### config.mk
export PLATFORM = sky130hd
export DESIGN_NAME = lpc_host_initiator
export DESIGN_NICKNAME = d
export VERILOG_FILES = /design/src/rtl/lpc_host_initiator.sv
export SDC_FILE = /design/constraint.sdc
export NUM_CORES = 1
export LEC_CHECK = 0
export CORE_UTILIZATION = 58
export DETAILED_ROUTE_END_ITERATION = 10
export PLACE_DENSITY = 0.92
export SLEW_MARGIN = 20
export SYNTH_ARGS = -nofsm -noshare
export SYNTH_HDL_FRONTEND = slang
export SYNTH_SLANG_ARGS = --single-unit
### constraint.sdc
create_clock -name clk_i -period 10.22 [get_ports clk_i]
set_clock_uncertainty 0.05 [all_clocks]
set_input_delay 2.044 -clock clk_i [delete_from_list [all_inputs] [get_ports clk_i]]
set_output_delay 2.044 -clock clk_i [all_outputs]
set_load 0.02 [all_outputs]
### src/rtl/lpc_host_initiator.sv
// lpc_host_initiator: LPC host (initiator) that issues one single-byte read or
// write cycle per accepted command.  The START nibble picks TPM or plain I/O.
//
// Ports
//   clk_i, rst_i          LCLK and synchronous active-high reset
//   cmd_valid/cmd_ready   command handshake (cmd_wr, cmd_addr, cmd_data)
//   resp_valid            one-cycle completion pulse with resp_data/resp_err
//   lframe_o, lad_o,      LPC pins driven by the host (LFRAME# active low,
//   lad_oe, lad_i         LAD output value, LAD output enable, LAD sampled)
//   dbg_state_o           current FSM state, for observation only
//
// Handshake: a command transfers on the rising edge where cmd_valid and
// cmd_ready are both high.  cmd_ready is high only in IDLE and never during
// reset.  cmd_* are latched on that edge and ignored otherwise.  resp_valid
// is a single-cycle pulse with no back-pressure; it appears in the first IDLE
// cycle, so a new command may be accepted in that same cycle.
module lpc_host_initiator #(
  parameter logic [3:0] START_NIBBLE = 4'b0101,
  parameter int         SYNC_TIMEOUT = 8,
  parameter int         LONG_TIMEOUT = 1000
) (
  input  logic        clk_i,
  input  logic        rst_i,
  input  logic        cmd_valid,
  output logic        cmd_ready,
  input  logic        cmd_wr,
  input  logic [15:0] cmd_addr,
  input  logic [7:0]  cmd_data,
  output logic        resp_valid,
  output logic [7:0]  resp_data,
  output logic [1:0]  resp_err,
  output logic        lframe_o,
  output logic [3:0]  lad_o,
  output logic        lad_oe,
  input  logic [3:0]  lad_i,
  output logic [3:0]  dbg_state_o
);

  typedef enum logic [3:0] {
    S_IDLE, S_START, S_CYCDIR, S_ADDR, S_WDATA, S_HTAR,
    S_SYNC, S_RDATA, S_PTAR, S_ABORT, S_ABORT_END
  } state_e;

  localparam logic [15:0] SHORT_LIM = 16'(SYNC_TIMEOUT);
  localparam logic [15:0] LONG_LIM  = 16'(LONG_TIMEOUT);

  state_e      state_q, state_d;
  logic [1:0]  idx_q, idx_d;          // position inside multi-cycle states
  logic        wr_q, wr_d;
  logic [15:0] addr_q, addr_d;
  logic [7:0]  data_q, data_d;
  logic [15:0] wcnt_q, wcnt_d;        // SYNC wait counter
  logic        long_q, long_d;        // long-wait seen in this SYNC phase
  logic        serr_q, serr_d;        // error SYNC received
  logic [7:0]  rdata_q, rdata_d;
  logic        resp_valid_q, resp_valid_d;
  logic [7:0]  resp_data_q, resp_data_d;
  logic [1:0]  resp_err_q, resp_err_d;
  logic        lframe_q, lframe_d;
  logic [3:0]  lad_o_q, lad_o_d;
  logic        lad_oe_q, lad_oe_d;

  always_comb begin
    state_d      = state_q;
    idx_d        = idx_q;
    wr_d         = wr_q;
    addr_d       = addr_q;
    data_d       = data_q;
    wcnt_d       = wcnt_q;
    long_d       = long_q;
    serr_d       = serr_q;
    rdata_d      = rdata_q;
    resp_valid_d = 1'b0;
    resp_data_d  = resp_data_q;
    resp_err_d   = resp_err_q;

    case (state_q)
      S_IDLE: begin
        if (cmd_valid) begin
          wr_d    = cmd_wr;
          addr_d  = cmd_addr;
          data_d  = cmd_data;
          state_d = S_START;
        end
      end
      S_START:  state_d = S_CYCDIR;
      S_CYCDIR: begin
        state_d = S_ADDR;
        idx_d   = 2'd0;
      end
      S_ADDR: begin
        idx_d = idx_q + 2'd1;
        if (idx_q == 2'd3) begin
          idx_d   = 2'd0;
          state_d = wr_q ? S_WDATA : S_HTAR;
        end
      end
      S_WDATA: begin
        idx_d = 2'd1;
        if (idx_q == 2'd1) begin
          idx_d   = 2'd0;
          state_d = S_HTAR;
        end
      end
      S_HTAR: begin
        idx_d = 2'd1;
        if (idx_q == 2'd1) begin
          idx_d   = 2'd0;
          wcnt_d  = 16'd0;
          long_d  = 1'b0;
          serr_d  = 1'b0;
          state_d = S_SYNC;
        end
      end
      S_SYNC: begin
        if (lad_i == 4'b0000 || lad_i == 4'b1010) begin
          serr_d  = (lad_i == 4'b1010);
          idx_d   = 2'd0;
          state_d = wr_q ? S_PTAR : S_RDATA;
        end else begin
          // Every non-terminal nibble counts; a long-wait nibble also
          // widens the limit, including for the nibble that carried it.
          wcnt_d = wcnt_q + 16'd1;
          if (lad_i == 4'b0110) long_d = 1'b1;
          if (wcnt_d >= (long_d ? LONG_LIM : SHORT_LIM)) begin
            idx_d   = 2'd0;
            state_d = S_ABORT;
          end
        end
      end
      S_RDATA: begin
        if (idx_q == 2'd0) begin
          rdata_d[3:0] = lad_i;
          idx_d        = 2'd1;
        end else begin
          rdata_d[7:4] = lad_i;
          idx_d        = 2'd0;
          state_d      = S_PTAR;
        end
      end
      S_PTAR: begin
        idx_d = 2'd1;
        if (idx_q == 2'd1) begin
          idx_d        = 2'd0;
          state_d      = S_IDLE;
          resp_valid_d = 1'b1;
          resp_data_d  = wr_q ? 8'h00 : rdata_q;
          resp_err_d   = {1'b0, serr_q};
        end
      end
      S_ABORT: begin
        idx_d = idx_q + 2'd1;
        if (idx_q == 2'd3) begin
          idx_d   = 2'd0;
          state_d = S_ABORT_END;
        end
      end
      S_ABORT_END: begin
        state_d      = S_IDLE;
        resp_valid_d = 1'b1;
        resp_data_d  = 8'h00;
        resp_err_d   = 2'b10;
      end
      default: state_d = S_IDLE;
    endcase

    // Pin values are decoded from the state being entered so that they are
    // registered alongside it.
    lframe_d = 1'b1;
    lad_oe_d = 1'b0;
    lad_o_d  = 4'hF;
    case (state_d)
      S_START: begin
        lframe_d = 1'b0;
        lad_oe_d = 1'b1;
        lad_o_d  = START_NIBBLE;
      end
      S_CYCDIR: begin
        lad_oe_d = 1'b1;
        lad_o_d  = wr_d ? 4'b0010 : 4'b0000;
      end
      S_ADDR: begin
        lad_oe_d = 1'b1;
        case (idx_d)
          2'd0:    lad_o_d = addr_d[15:12];
          2'd1:    lad_o_d = addr_d[11:8];
          2'd2:    lad_o_d = addr_d[7:4];
          default: lad_o_d = addr_d[3:0];
        endcase
      end
      S_WDATA: begin
        lad_oe_d = 1'b1;
        lad_o_d  = (idx_d == 2'd0) ? data_d[3:0] : data_d[7:4];
      end
      S_HTAR:  lad_oe_d = (idx_d == 2'd0);
      S_ABORT: begin
        lframe_d = 1'b0;
        lad_oe_d = 1'b1;
      end
      default: ;
    endcase
  end

  always_ff @(posedge clk_i) begin
    if (rst_i) begin
      state_q      <= S_IDLE;
      idx_q        <= 2'd0;
      wr_q         <= 1'b0;
      addr_q       <= 16'h0000;
      data_q       <= 8'h00;
      wcnt_q       <= 16'd0;
      long_q       <= 1'b0;
      serr_q       <= 1'b0;
      rdata_q      <= 8'h00;
      resp_valid_q <= 1'b0;
      resp_data_q  <= 8'h00;
      resp_err_q   <= 2'b00;
      lframe_q     <= 1'b1;
      lad_o_q      <= 4'hF;
      lad_oe_q     <= 1'b0;
    end else begin
      state_q      <= state_d;
      idx_q        <= idx_d;
      wr_q         <= wr_d;
      addr_q       <= addr_d;
      data_q       <= data_d;
      wcnt_q       <= wcnt_d;
      long_q       <= long_d;
      serr_q       <= serr_d;
      rdata_q      <= rdata_d;
      resp_valid_q <= resp_valid_d;
      resp_data_q  <= resp_data_d;
      resp_err_q   <= resp_err_d;
      lframe_q     <= lframe_d;
      lad_o_q      <= lad_o_d;
      lad_oe_q     <= lad_oe_d;
    end
  end

  assign cmd_ready   = (state_q == S_IDLE) && !rst_i;
  assign resp_valid  = resp_valid_q;
  assign resp_data   = resp_data_q;
  assign resp_err    = resp_err_q;
  assign lframe_o    = lframe_q;
  assign lad_o       = lad_o_q;
  assign lad_oe      = lad_oe_q;
  assign dbg_state_o = state_q;

endmodule

* Word-level counts from Yosys, hierarchy flattened
Index checks and enable logic that the tools add are counted.
** Word-level totals
- Flip-flop bits (word level) :: 74
- Word-level logic and storage cells :: 113
- Input bits :: 32
** Operators by class
- Mux-type cells :: 49
- Bitwise logic cells :: 1
- Reduce and logical (&&, ||, !) cells :: 18
- $add $sub $neg :: 2
- Order comparisons :: 1
- Equality and inequality tests :: 26
** Operator list (count)
- $mux 16 :: 4
- $mux 4 :: 11
- $pmux 4 s10 :: 1
- $mux 8 :: 4
- $pmux 16 s2 :: 1
- $eq 4x3->1 const B :: 7
- $eq 4x4->1 const B :: 5
- $add 16x1->16 const B :: 1
- $eq 4x2->1 const B :: 4
- $ge 16x10->1 :: 1
- $pmux 4 s4 :: 1
- $pmux 8 s2 :: 1
- $mux 1 :: 13
- $pmux 4 s3 :: 1
- $mux 10 :: 1
- $mux 2 :: 5
- $pmux 2 s5 :: 1
- $eq 4x1->1 const B :: 2
- $logic_not 4->1 :: 2
- $ne 2x2->1 const B :: 4
- $pmux 1 s2 :: 4
- $reduce_and 2->1 :: 3
- $reduce_and 3->1 :: 2
- $reduce_or 5->1 :: 1
- other kinds (12) :: 17

* Logic depth before layout (Yosys ltp)
- Depth in word-level cells :: 12
- Gate-level depth with buffers :: 14

* Least setup slack after synthesis
OpenSTA, ideal clock, no wires.
- Path type :: input to register
- From :: in lad_i[1]
- To :: reg lad_o_q[2], in the netlist lad_o[2]
- Stages on the path :: 12
- Path buffers :: 1
- Arrival time :: 4.667 ns
- Slack :: 5.371 ns
- Required time :: 10.038 ns
- Setup time :: 0.132 ns
- Path through :: nor2b_1 a31oi_1 ha_1 a21o_1 a21oi_1 a21oi_1 a2111oi_4 a41oi_1 buf_2 mux4_2 mux2i_1 o22ai_1
** Between the ends
- Longest elaborated chain between the ends :: 12
- Elaborated cells between the ends (all ways) :: 25
** Ends and longest elaborated chain
- from (decl) :: RTL line 35 : input logic [3:0] lad_i,
- $eq 4x3->1 :: RTL line 124 : if (lad_i == 4'b0110) long_d = 1'b1;
- $mux 1 :: RTL line 124
- $mux 1 :: RTL line 116 : if (lad_i == 4'b0000 || lad_i == 4'b1010) begin
- $mux 1 :: RTL line 77 : case (state_q)
- $mux 10 :: RTL line 125 : if (wcnt_d >= (long_d ? LONG_LIM : SHORT_LIM)) begin
- $ge 16x10->1 :: RTL line 125
- $mux 2 :: RTL line 125
- $mux 2 :: RTL line 116
- $pmux 2 s5 :: RTL line 77
- $eq 2x2->1 (tied with other cells) :: RTL line 184 : case (idx_d)
- $pmux 4 s3 / $mux 4 (equally long branches) :: RTL line 184, 193
- $pmux 4 s4 (*) :: RTL line 172 : case (state_d)
- to (signal assigned) :: RTL line 235 : lad_o_q <= lad_o_d;
- to (decl) :: RTL line 60 : logic [3:0] lad_o_q, lad_o_d;
Every way passes the cells marked *; elsewhere a longest branch is shown, timed or not. The select of a mux whose other input is x is not followed.
A chain may end at the register's enable or synchronous reset.

* Worst setup path after layout
- From :: in lad_i[1]
- To :: reg lad_o_q[3], in the netlist lad_o[3]
Same word-level chain as after synthesis.

==> run summary <==
Number of pins exceeding their max-slew limit in the final report - 0
Largest net degree at the start of global routing - 75
Cell with the biggest individual delay on the critical path - a41oi_1
Source of the worst hold timing path - addr_q[9]$_SDFF_PP0_
Crit Reg-Reg Startpoint - wcnt_q[0]$_SDFFE_PP0P_
Area growth from synthesis to layout - 18.9%
Post-synthesis net count - 516
Later-pin clock latency in the skew report - 0.35 ns
Number of storage elements in the synthesis netlist - 74
FMAX - 169 MHz
Worst hold slack after final layout - 0.407 ns
Maximum clock path buffer count - 2
Final routed wire length divided by cell count - 15.7 um
Via count normalized by instance count - 6.15
Power density cells - 139 mW/mm^2
P_leak - 1.79 nW
Highest ir drop seen on vdd - 0.0000916 V
Post-synth ARST share - 0%
Result of the run - finished with violations
CP max FO - 11
Final critical path time including I/O delays and setup - 5.92 ns
Final setup violating endpoints - 0
Port Buf Inserts - 53
Global routing usage summed across all routing layers - 28.4%
Biggest cell delay along the critical path - 0.57 ns
Series of cell instances along the critical path - clkdlybuf4s50_1 > nor2b_1 > a31oi_1 > ha_1 > a21o_1 > a21oi_1 > a21oi_1 > a2111oi_4 > a41oi_1 > and2_4 > a2111oi_0 > o22ai_1
Resize count post-CTS - 0
Site Rows - 29
CTS tree - built
Number of distinct standard cells referenced by the synthesized netlist - 56
Clock sink count - 74
Aggregate negative setup slack - 0 ns
Required time of the critical path - 10.40 ns
Boundary Pins - 54
Placer's final routability congestion estimate - 0.831
Layer with the highest usage - met2
Terminating pin of the worst hold path - addr_q[9]$_SDFF_PP0_
EDFF count, synth - 0
Number of buffer and inverter stages on the critical path - 1
CTS H-tree depth - 3
Met2 layer usage reported by global route - 49.7%
Hold Path Class - register to register
CP endpoint kind - register
Type of the worst setup path - primary input to register
Via count of the first global-routing pass - 3638
Iteration-0 DRC count of the detailed router - 264
Leftover overflow at the end of global routing - 0
Diodes inserted - 0
Critical Path Most Common Cell - a21oi_1
Chip height - 84.2 um
Initial Utilization - 61.0%
Worst R2R End - lad_o[3]$_SDFF_PP1_
Overall die width - 84.2 um
Die outline area - 0.00709 sq mm
Fraction of met3 tracks used by global routing - 6.78%
Flop-to-flop setup slack - 5.81 ns
Reported max-cap violation count - 0
Met1 Resource Use GR - 34.4%
Syn_area_per_cell - 8.25 sq um
Worst slew margin relative to its limit - 29.7%
First-pass DRT Iterations - 7
Buffers inserted by post-CTS timing repair - 0
Number of filler instances in the final layout - 483
Initial antenna violation count - 0
Portion of the post-synthesis area used by sequential elements - 37.8%
Number of nets with antenna violations after detailed routing - 0
Failing checks - DRC
Clock slew at the register clock pins of the worst setup and hold paths - 0.08 ns
Number of DRC violations after detailed routing - 2
Unrepaired setup endpoints after global routing - no
Slew at the pin closest to its max-slew limit - 1.04 ns
Placeable core region - 0.00642 sq mm
Number of buffers added to fix hold violations after cts - 0
Period utilisation layout - 57.9%
Critical Path AT - 6.10 ns
Fraction of layout instances using a drive strength above 1 - 6.78%
Synth warn - 0
Post-synthesis instance total - 475
Wire length of the first global-routing pass - 16.3 mm
Half-perimeter wire length after placement - 6.66 mm
Total clock buffers created by CTS - 9
Number of hold violations in the final report - 0
Worst hold path stage count - 2
Top delay family on crit path - compound AO/OA/AOI/OAI gates
Final nets - 552
Total number of vias - 3647
Category of the worst setup path launch point - primary input
Primary flip-flop cell chosen by synthesis mapping - dfxtp_1
Clock root buffer - clkbuf_8
Cell Area, Synth - 0.00392 sq mm
Worst-case reg-to-reg path depth - 13
Total wire length after detailed routing - 9.33 mm
-- cells by family (layout without fill, tap and decap cells) --
logic type / after synthesis / count (layout) / share of synthesized area [%]
mux: 22 / 22 / 8.37
buf+inv: 37 / 78 / 3.64
compound gates: 114 / 114 / 19.0
simple gates: 208 / 208 / 25.9
fa+ha+maj: 9 / 9 / 2.87
flops: 74 / 74 / 37.8
xor+xnor: 11 / 11 / 2.46
-- worst register-to-register path, stage by stage (launching register included) --
cell	delay, ns
dfxtp_1	0.46
ha_1	0.30
and3_1	0.20
and3_1	0.22
xor2_1	0.21
ha_1	0.28
a21o_1	0.19
a21oi_1	0.14
a21oi_1	0.11
a2111oi_4	0.56
a41oi_1	0.57
and2_4	0.41
a2111oi_0	0.47
o22ai_1	0.13
-- routing by layer --
metal / part of all wire (%) / wire length, um
met2: 51 / 4790
met4: 2.0 / 190
met3: 5.2 / 483
met5: 0 / 0
met1: 41 / 3870
-- registers in the layout (all words and copies together) (netlist names), 2 cells and up --
register     count
addr_q          16
data_q           8
dbg_state_o      4
idx_q            2
lad_o            4
rdata_q          8
resp_data        8
resp_err         2
wcnt_q          16
-- layout by cell type (no fill, tap or decap), drive strengths merged, types with 2 or more instances in the layout --
master         netlist  layout
a2111oi              4       4
a21boi               3       3
a21o                 3       3
a21oi               47      47
a22oi                7       7
a311o                3       3
a311oi               4       4
a31oi                8       8
a41oi                2       2
and2                 4       4
and3                 7       7
and4                 2       2
buf                  6       3
clkbuf              24      12
clkdlybuf4s50        0      52
clkinv               0       3
dfxtp               74      74
ha                   9       9
inv                  7       7
mux2i               14      14
mux4                 8       8
nand2               73      73
nand2b               3       3
nand3               16      16
nand4                4       4
nand4b               2       2
nor2                62      62
nor2b                9       9
nor3                10      10
nor3b                6       6
nor4                 3       3
o211ai               4       4
o21ai               14      14
o22ai                4       4
o2bb2ai              2       2
or3                  4       4
xnor2                2       2
xor2                 9       9
-- power by group --
| part | internal [mW] | switching, mW |
|---|---|---|
| clock network | 0.132 | 0.109 |
| logic | 0.0447 | 0.0487 |
| registers | 0.300 | 0.00986 |
-- stage by stage --
stage / cells / setup slack [ns] / instance area [sq um] / power (mW) / utilization, %
6_report: 593 / 4.30 / 4660 / 0.645 / 72.6
3_5_place_dp: 577 / 3.95 / 4440 / 0.409 / 69.1
4_1_cts: 593 / 4.32 / 4650 / 0.645 / 72.4
3_3_place_gp: 577 / 4.17 / 4440 / 0.406 / 69.1
2_1_floorplan: 475 / 5.37 / 3920 / 0.374 / -
5_1_grt: 593 / 4.00 / 4660 / 0.670 / 72.6
-- how the worst max path moves through the flow --
| stage | startpoint | end | depth (start not counted) |
|---|---|---|---|
| after global routing | lad_i[0] | lad_o[3]$_SDFF_PP1_ | 12 |
| after floorplan | lad_i[1] | lad_o[2]$_SDFF_PP1_ | 12 |
| after detailed placement | lad_i[1] | lad_o[3]$_SDFF_PP1_ | 12 |
| after CTS | lad_i[1] | lad_o[3]$_SDFF_PP1_ | 12 |
| final | lad_i[1] | lad_o[3]$_SDFF_PP1_ | 12 |
| after global placement | lad_i[1] | lad_o[0]$_SDFF_PP1_ | 12 |
-- synth_stat cells (8+ instances only) --
| master | number | area share (%) |
|---|---|---|
| dfxtp_1 | 74 | 38 |
| nand2_1 | 73 | 7.0 |
| nor2_1 | 62 | 5.9 |
| a21oi_1 | 47 | 6.0 |
| clkbuf_1 | 24 | 2.3 |
| nand3_1 | 16 | 2.0 |
| mux2i_1 | 14 | 3.6 |
| o21ai_0 | 14 | 1.8 |
| ha_1 | 9 | 2.9 |
| nor2b_1 | 9 | 1.4 |
| nor3_1 | 9 | 1.1 |
| xor2_1 | 9 | 2.0 |
| a31oi_1 | 8 | 1.3 |
-- cell type report --
cell class,instances,area [sq um],area share (%)
Multi-Input combinational cell,364,2300,49.4
Sequential cell,74,1480,31.8
Timing Repair Buffer,55,541,11.6
Clock buffer,12,165,3.54
Tap cell,77,96.3,2.07
Clock inverter,4,48.8,1.05
Inverter,7,26.3,0.564
Note: power is estimated with default switching activity, not from simulation.
